**src/rtl/md_pkg.sv**
```systemverilog
// Shared encodings for the EX-stage multiply/divide issue controller:
// instruction fields, unit operation codes, HI/LO read selects and FSM states.
package md_pkg;

    localparam logic [5:0] OP_SPECIAL  = 6'b000000;
    localparam logic [5:0] OP_SPECIAL2 = 6'b011100;

    localparam logic [5:0] FN_MULT  = 6'b011000;
    localparam logic [5:0] FN_MULTU = 6'b011001;
    localparam logic [5:0] FN_DIV   = 6'b011010;
    localparam logic [5:0] FN_DIVU  = 6'b011011;
    localparam logic [5:0] FN_MTHI  = 6'b010001;
    localparam logic [5:0] FN_MTLO  = 6'b010011;
    localparam logic [5:0] FN_MFHI  = 6'b010000;
    localparam logic [5:0] FN_MFLO  = 6'b010010;
    localparam logic [5:0] FN_MADD  = 6'b000000;

    typedef enum logic [2:0] {
        MD_MULT  = 3'b000,
        MD_MULTU = 3'b001,
        MD_DIV   = 3'b010,
        MD_DIVU  = 3'b011,
        MD_MTHI  = 3'b100,
        MD_MTLO  = 3'b101,
        MD_MADD  = 3'b110,
        MD_NONE  = 3'b111
    } md_ctr_e;

    typedef enum logic [1:0] {
        MF_NONE = 2'b00,
        MF_HI   = 2'b01,
        MF_LO   = 2'b10
    } mf_sel_e;

    typedef enum logic {
        ST_IDLE,
        ST_RUN
    } md_state_e;

    typedef struct packed {
        logic    md_instr;
        logic    start;
        md_ctr_e ctr;
        mf_sel_e mf_sel;
        logic    lat_div;
    } md_dec_t;

endpackage

```
**src/rtl/md_decode.sv**
```systemverilog
// Pure decode of an EX-stage instruction into multiply/divide control fields.
module md_decode
    import md_pkg::*;
(
    input  logic [5:0] opcode_i,
    input  logic [5:0] funct_i,
    output md_dec_t    dec_o
);

    // NOTE: every field gets a default before the case so no latch is inferred.
    always_comb begin
        dec_o.md_instr = 1'b0;
        dec_o.start    = 1'b0;
        dec_o.ctr      = MD_NONE;
        dec_o.mf_sel   = MF_NONE;
        dec_o.lat_div  = 1'b0;
        if (opcode_i == OP_SPECIAL) begin
            case (funct_i)
                FN_MULT:  begin dec_o.md_instr = 1'b1; dec_o.start = 1'b1; dec_o.ctr = MD_MULT;  end
                FN_MULTU: begin dec_o.md_instr = 1'b1; dec_o.start = 1'b1; dec_o.ctr = MD_MULTU; end
                FN_DIV: begin
                    dec_o.md_instr = 1'b1; dec_o.start = 1'b1; dec_o.ctr = MD_DIV;
                    dec_o.lat_div  = 1'b1;
                end
                FN_DIVU: begin
                    dec_o.md_instr = 1'b1; dec_o.start = 1'b1; dec_o.ctr = MD_DIVU;
                    dec_o.lat_div  = 1'b1;
                end
                FN_MTHI:  begin dec_o.md_instr = 1'b1; dec_o.ctr = MD_MTHI; end
                FN_MTLO:  begin dec_o.md_instr = 1'b1; dec_o.ctr = MD_MTLO; end
                FN_MFHI:  begin dec_o.md_instr = 1'b1; dec_o.mf_sel = MF_HI; end
                FN_MFLO:  begin dec_o.md_instr = 1'b1; dec_o.mf_sel = MF_LO; end
                default:  ;
            endcase
        end else if (opcode_i == OP_SPECIAL2 && funct_i == FN_MADD) begin
            dec_o.md_instr = 1'b1;
            dec_o.start    = 1'b1;
            dec_o.ctr      = MD_MADD;
        end
    end

endmodule

```
**src/rtl/md_issue_ctrl.sv**
```systemverilog
// EX-stage issue/interlock for the multiply/divide unit: issues ops, tracks
// the unit's fixed latency with a local countdown and stalls HI/LO users.
module md_issue_ctrl
    import md_pkg::*;
#(
    parameter int LAT_MUL = 5,
    parameter int LAT_DIV = 10
) (
    input  logic        clk,
    input  logic        reset,
    input  logic        ex_valid,
    input  logic [31:0] ex_instr,
    input  logic [31:0] ex_rs,
    input  logic [31:0] ex_rt,
    input  logic        ex_flush,
    input  logic        md_busy,
    output logic        md_start,
    output logic [2:0]  md_ctr,
    output logic [31:0] md_a,
    output logic [31:0] md_b,
    output logic [1:0]  mf_sel,
    output logic        stall,
    output logic [31:0] stall_cnt
);

    localparam logic [3:0] CNT_MUL = 4'(LAT_MUL - 2);
    localparam logic [3:0] CNT_DIV = 4'(LAT_DIV - 2);

    md_dec_t     dec;
    md_state_e   state_q, state_d;
    logic [3:0]  cnt_q, cnt_d;
    logic [31:0] stall_cnt_q, stall_cnt_d;
    logic        md_instr, busy_int, issue;
    logic        unused_instr_bits;

    md_decode u_decode (
        .opcode_i (ex_instr[31:26]),
        .funct_i  (ex_instr[5:0]),
        .dec_o    (dec)
    );

    assign unused_instr_bits = ^ex_instr[25:6];

    // RUN covers the cycle after start, before the unit raises its own Busy.
    assign md_instr  = ex_valid & dec.md_instr;
    assign busy_int  = (state_q == ST_RUN) | md_busy;
    assign stall     = md_instr & busy_int & ~ex_flush;
    assign issue     = md_instr & ~stall & ~ex_flush;
    assign md_start  = issue & dec.start;
    assign md_ctr    = issue ? dec.ctr : MD_NONE;
    assign mf_sel    = issue ? dec.mf_sel : MF_NONE;
    assign md_a      = ex_rs;
    assign md_b      = ex_rt;
    assign stall_cnt = stall_cnt_q;

    always_comb begin
        state_d     = state_q;
        cnt_d       = cnt_q;
        stall_cnt_d = stall_cnt_q;
        case (state_q)
            ST_IDLE: begin
                if (md_start) begin
                    state_d = ST_RUN;
                    cnt_d   = dec.lat_div ? CNT_DIV : CNT_MUL;
                end
            end
            ST_RUN: begin
                if (cnt_q == 4'd0) state_d = ST_IDLE;
                else               cnt_d   = cnt_q - 4'd1;
            end
            default: state_d = ST_IDLE;
        endcase
        if (stall && stall_cnt_q != 32'hFFFF_FFFF) stall_cnt_d = stall_cnt_q + 32'd1;
    end

    // NOTE: sequential state uses non-blocking assignments only.
    always_ff @(posedge clk) begin
        if (reset) begin
            state_q     <= ST_IDLE;
            cnt_q       <= 4'd0;
            stall_cnt_q <= 32'd0;
        end else begin
            state_q     <= state_d;
            cnt_q       <= cnt_d;
            stall_cnt_q <= stall_cnt_d;
        end
    end

endmodule
```
**config.mk**
```make
export PLATFORM = sky130hd
export DESIGN_NAME = md_issue_ctrl
export DESIGN_NICKNAME = d
export VERILOG_FILES = /design/src/rtl/md_pkg.sv /design/src/rtl/md_decode.sv /design/src/rtl/md_issue_ctrl.sv
export SDC_FILE = /design/constraint.sdc
export NUM_CORES = 1
export LEC_CHECK = 0
export CAP_MARGIN = 5
export CORE_UTILIZATION = 34
export CTS_CLUSTER_SIZE = 14
export DETAILED_ROUTE_END_ITERATION = 16
export GPL_TIMING_DRIVEN = 1
export PLACE_DENSITY = 0.84
export SLEW_MARGIN = 0
export SYNTH_ARGS = -nofsm -noshare
export SYNTH_HDL_FRONTEND = slang
export SYNTH_SLANG_ARGS = --single-unit
```
**constraint.sdc**
```tcl
create_clock -name clk -period 2.8 [get_ports clk]
set_input_delay 0.56 -clock clk [delete_from_list [all_inputs] [get_ports clk]]
set_output_delay 0.56 -clock clk [all_outputs]
set_load 0.01 [all_outputs]
```
==> results of run 1 <==
==> synthesized netlist by cell type (3+ instances only) <==
library cell | n | share of area, %
sky130_fd_sc_hd__mux2_2 | 4 | 1.7
sky130_fd_sc_hd__and3_1 | 4 | 0.93
sky130_fd_sc_hd__nand3_1 | 8 | 1.5
sky130_fd_sc_hd__o31ai_1 | 23 | 6.4
sky130_fd_sc_hd__and4_1 | 4 | 1.3
sky130_fd_sc_hd__nor3_2 | 3 | 1.1
sky130_fd_sc_hd__o21ai_0 | 8 | 1.5
sky130_fd_sc_hd__or2_2 | 5 | 1.2
sky130_fd_sc_hd__nor2b_1 | 5 | 1.2
sky130_fd_sc_hd__nand2_1 | 12 | 1.7
sky130_fd_sc_hd__buf_4 | 67 | 19
sky130_fd_sc_hd__or3_1 | 5 | 1.2
sky130_fd_sc_hd__nor2_1 | 21 | 2.9
sky130_fd_sc_hd__inv_1 | 11 | 1.5
sky130_fd_sc_hd__dfxtp_1 | 37 | 28
sky130_fd_sc_hd__nor3_1 | 4 | 0.74
sky130_fd_sc_hd__nand4_1 | 9 | 2.1
sky130_fd_sc_hd__or4_1 | 21 | 5.9
sky130_fd_sc_hd__a21oi_1 | 30 | 5.6
sky130_fd_sc_hd__clkbuf_1 | 7 | 0.98
==> tightest hold or removal path, stage by stage, from the launching register on <==
cell	delay, ps
sky130_fd_sc_hd__dfxtp_1	330
sky130_fd_sc_hd__o31ai_1	70
sky130_fd_sc_hd__a21oi_1	60
==> flip-flops by register name, indices dropped and copies added (netlist names) <==
| register | cells |
|---|---|
| cnt_q | 4 |
| stall_cnt | 32 |
| state_q | 1 |
==> cell usage in the layout, fill, tap and decap left out, types with 5 or more instances in the layout <==
master	instances
sky130_fd_sc_hd__or3_1	5
sky130_fd_sc_hd__buf_4	22
sky130_fd_sc_hd__inv_1	11
sky130_fd_sc_hd__nand3_1	8
sky130_fd_sc_hd__clkbuf_8	5
sky130_fd_sc_hd__o21ai_0	8
sky130_fd_sc_hd__nor2_1	20
sky130_fd_sc_hd__or2_2	5
sky130_fd_sc_hd__dfxtp_1	37
sky130_fd_sc_hd__nand4_1	9
sky130_fd_sc_hd__nand2_1	12
sky130_fd_sc_hd__a21oi_1	30
sky130_fd_sc_hd__or4_1	21
sky130_fd_sc_hd__nor2b_1	5
sky130_fd_sc_hd__clkdlybuf4s50_1	48
sky130_fd_sc_hd__o31ai_1	23
==> logic make-up after synthesis <==
kind of cell | count (synthesis)
AO/OA/AOI/OAI | 73
adder cells (fa/ha/maj) | 2
AND/OR/NAND/NOR | 119
buffers and inverters | 88
flip-flops | 37
multiplexers | 8
==> cell type report <==
class	count	area, um2
Clock buffer	6	72.6
Inverter	11	41.3
Clock inverter	2	10.0
Sequential cell	37	741
Multi-Input combinational cell	202	1370
Timing Repair Buffer	79	751
Tap cell	102	128
Fill cell	791	4580
==> repair_timing <==
item                                    CTS  global route
gates resized for setup                   6             5
gates cloned                              0             0
endpoints found under the setup margin    6             3
pin swaps                                 4             3
buffers inserted                          1             0
==> final timing paths <==
| kind | to | slack [ps] |
|---|---|---|
| max reg2reg | stall_cnt[7]$_SDFFE_PP0P_ | 560 |
| min | stall_cnt[15]$_SDFFE_PP0P_ | 500 |
| min reg2reg | stall_cnt[15]$_SDFFE_PP0P_ | 500 |
| max | md_ctr[0] | 100 |
==> power groups by stage <==
stage	registers [mW]	logic, mW	clock network (mW)
after floorplan	0.538	0.115	0
after global placement	0.538	0.0659	0
after detailed placement	0.538	0.0688	0
after CTS	0.526	0.0693	0.379
after global routing	0.526	0.0752	0.405
final	0.526	0.0695	0.370
==> through the flow <==
| step | setup slack, ps | TNS, ps | std cells |
|---|---|---|---|
| final | 104 | 0 | 439 |
| after global routing | 28.3 | 0 | 439 |
| after CTS | 57.2 | 0 | 439 |
| after detailed placement | -328 | -1410 | 430 |
| after global placement | -226 | -519 | 430 |
| after floorplan | 525 | 0 | 327 |
==> metal layers <==
metal | wire (um) | up-vias | global-route usage, % | part of all wire, %
met5 | 0 | - | 0 | 0
met4 | 154 | 0 | 6.75 | 2.4
met3 | 416 | 26 | 4.19 | 6.5
met2 | 3130 | 74 | 28.0 | 49
met1 | 2730 | 1151 | 16.7 | 42
li1 | - | 1161 | - | -
==> run summary, run 1 <==
### Min path
* Hold Path Stages: 2
* Min-Delay Path Class: register to register
* Worst Hold Launch: stall_cnt[15]$_SDFFE_PP0P_

### Power
* maximum vdd ir drop: 273 uV
* Leak: 1.00 nW
* share of power burned in the clock network: 38.4%
* combinational share of power: 7.2%
* internal cell power: 0.737 mW
* Sw Share: 23.6%
* total power after layout: 0.966 mW
* power density cells: 310 nW/um2
* share of total power in sequential cells: 54.4%
* net switching power: 0.228 mW

### Detailed routing
* DRC: 0
* number of DRC violations after detailed-routing iteration 0: 95
* total iterations of the first detailed-routing run: 5
* count of nets left with antenna violations after detail routing: 0
* Via Count: 2412
* per-cell via count in the routed design: 5.49
* wire length after detailed routing: 6430 um
* detailed-route wire length per cell: 14.6 um

### Layout
* proportion of layout cells with a drive suffix above 1: 16.6%
* layout overhead on the synthesized area: 15.6%
* end-of-flow core utilization: 40.5%
* final instance area: 3110 um2
* diode count: 0
* nets: 439

### Floorplanning
* Top-Level Pins: 204
* site row count: 32
* die width: 91.0 um
* die extent in y: 91.0 um
* initial core utilization: 35.0%
* placeable core region: 7690 um2
* die area: 8280 um2

### Clock tree
* number of sinks on the clock net: 37
* Skew-Pair Late Insertion Delay: 300 ps
* clock input transition at the sequential cells of the worst setup and hold paths: 70 ps
* number of H-tree levels: 2
* Bufs on Longest Clock Path: 2
* CTS Root Buffer Type: sky130_fd_sc_hd__clkbuf_8
* Num CTS Buffers: 5
* # hold bufs at CTS: 0
* TritonCTS clock tree: done

### Timing
* Final Max Slew Viols: 0
* final worst hold slack: 502 ps
* clock skew: 5.80 ps
* endpoints failing setup: 0
* fraction of the cycle the final worst path needs: 96.3%
* RSZ-0062 raised after global routing: no
* worst slew margin relative to its limit: 64.1%
* minimum period implied by the final worst setup slack: 2700 ps
* Fmax: 371 MHz
* Fin. Hold Viols: 0
* Tightest Pin Transition: 537 ps

### GRT
* grt total ovfl: 0
* maximum number of pins on one net before global-route repair: 45
* global-route wire length before repair: 10500 um
* overall fraction of global-route tracks in use: 15.4%
* number of antenna violations at the first check in global routing: 0
* vias in the first global route: 2370

### Synthesis
* cell area after synthesis: 2690 um2
* dominant combinational cell family by area after synthesis: simple AND/OR/NAND/NOR gates
* compound-gate portion of the synthesized area: 18.3%
* Yosys cell types: 48
* portion of netlist area occupied by mux cells: 3.25%
* mean instance size in the synthesized netlist: 8.23 um2
* XOR/XNOR Fraction of Synth Area: 0%
* share of the yosys chip area belonging to registers: 27.5%
* Post-Synthesis Net Count: 430
* most frequently used flop master after synthesis: sky130_fd_sc_hd__dfxtp_1
* Synth Instances: 327
* number of synthesized flops with an enable pin: 0
* Yosys warnings: 0
* simple logic cell fraction of the synthesized area: 28.1%
* flip-flop and latch count after synthesis: 37
* share of flip-flops with an asynchronous set or reset: 0%
* adder and majority cell fraction of the synthesized area: 0.929%

### Critical path
* crit path capture type: primary output
* critical path data required time: 2240 ps
* beginning of the critical path: ex_instr[31]
* Crit Path Category: input port to primary output
* kind of cell with the highest combined delay on the critical path: buffers and inverters
* CP peak stage delay: 410 ps
* Worst EP arrival: 2140 ps
* Critical Path, Cell by Cell: clkdlybuf4s50_1 -> nor3_2 -> buf_4 -> and4_1 -> buf_4 -> o21ai_0 -> dlygate4sd2_1
* RR Startpoint: stall_cnt[10]$_SDFFE_PP0P_
* logic depth of the worst path, buffers included: 7
* worst-path fanout max: 4
* logic depth of the worst register-to-register path: 5
* most frequent cell on the critical path: sky130_fd_sc_hd__buf_4
* nature of the critical path startpoint: input port
* Crit path buffers/inverters: 4
* slowest CP cell: sky130_fd_sc_hd__clkdlybuf4s50_1

### Placed design
* RePlAce Congestion: 0.845
* HPWL after detailed placement: 4620 um
* number of port buffers: 55
* Cell Area, Placed: 3020 um2

### Run status
* outcome: complete, no violations

### Run
* # Max-Cap Violations: 0

(Power assumes the default switching activity.)
==> run 2, diff against run 1 <==
Settings changed: CTS_CLUSTER_SIZE 14 to 16.
==> results of run 2 <==
No change in the layout: final DEF, timing and power equal those of run 1.
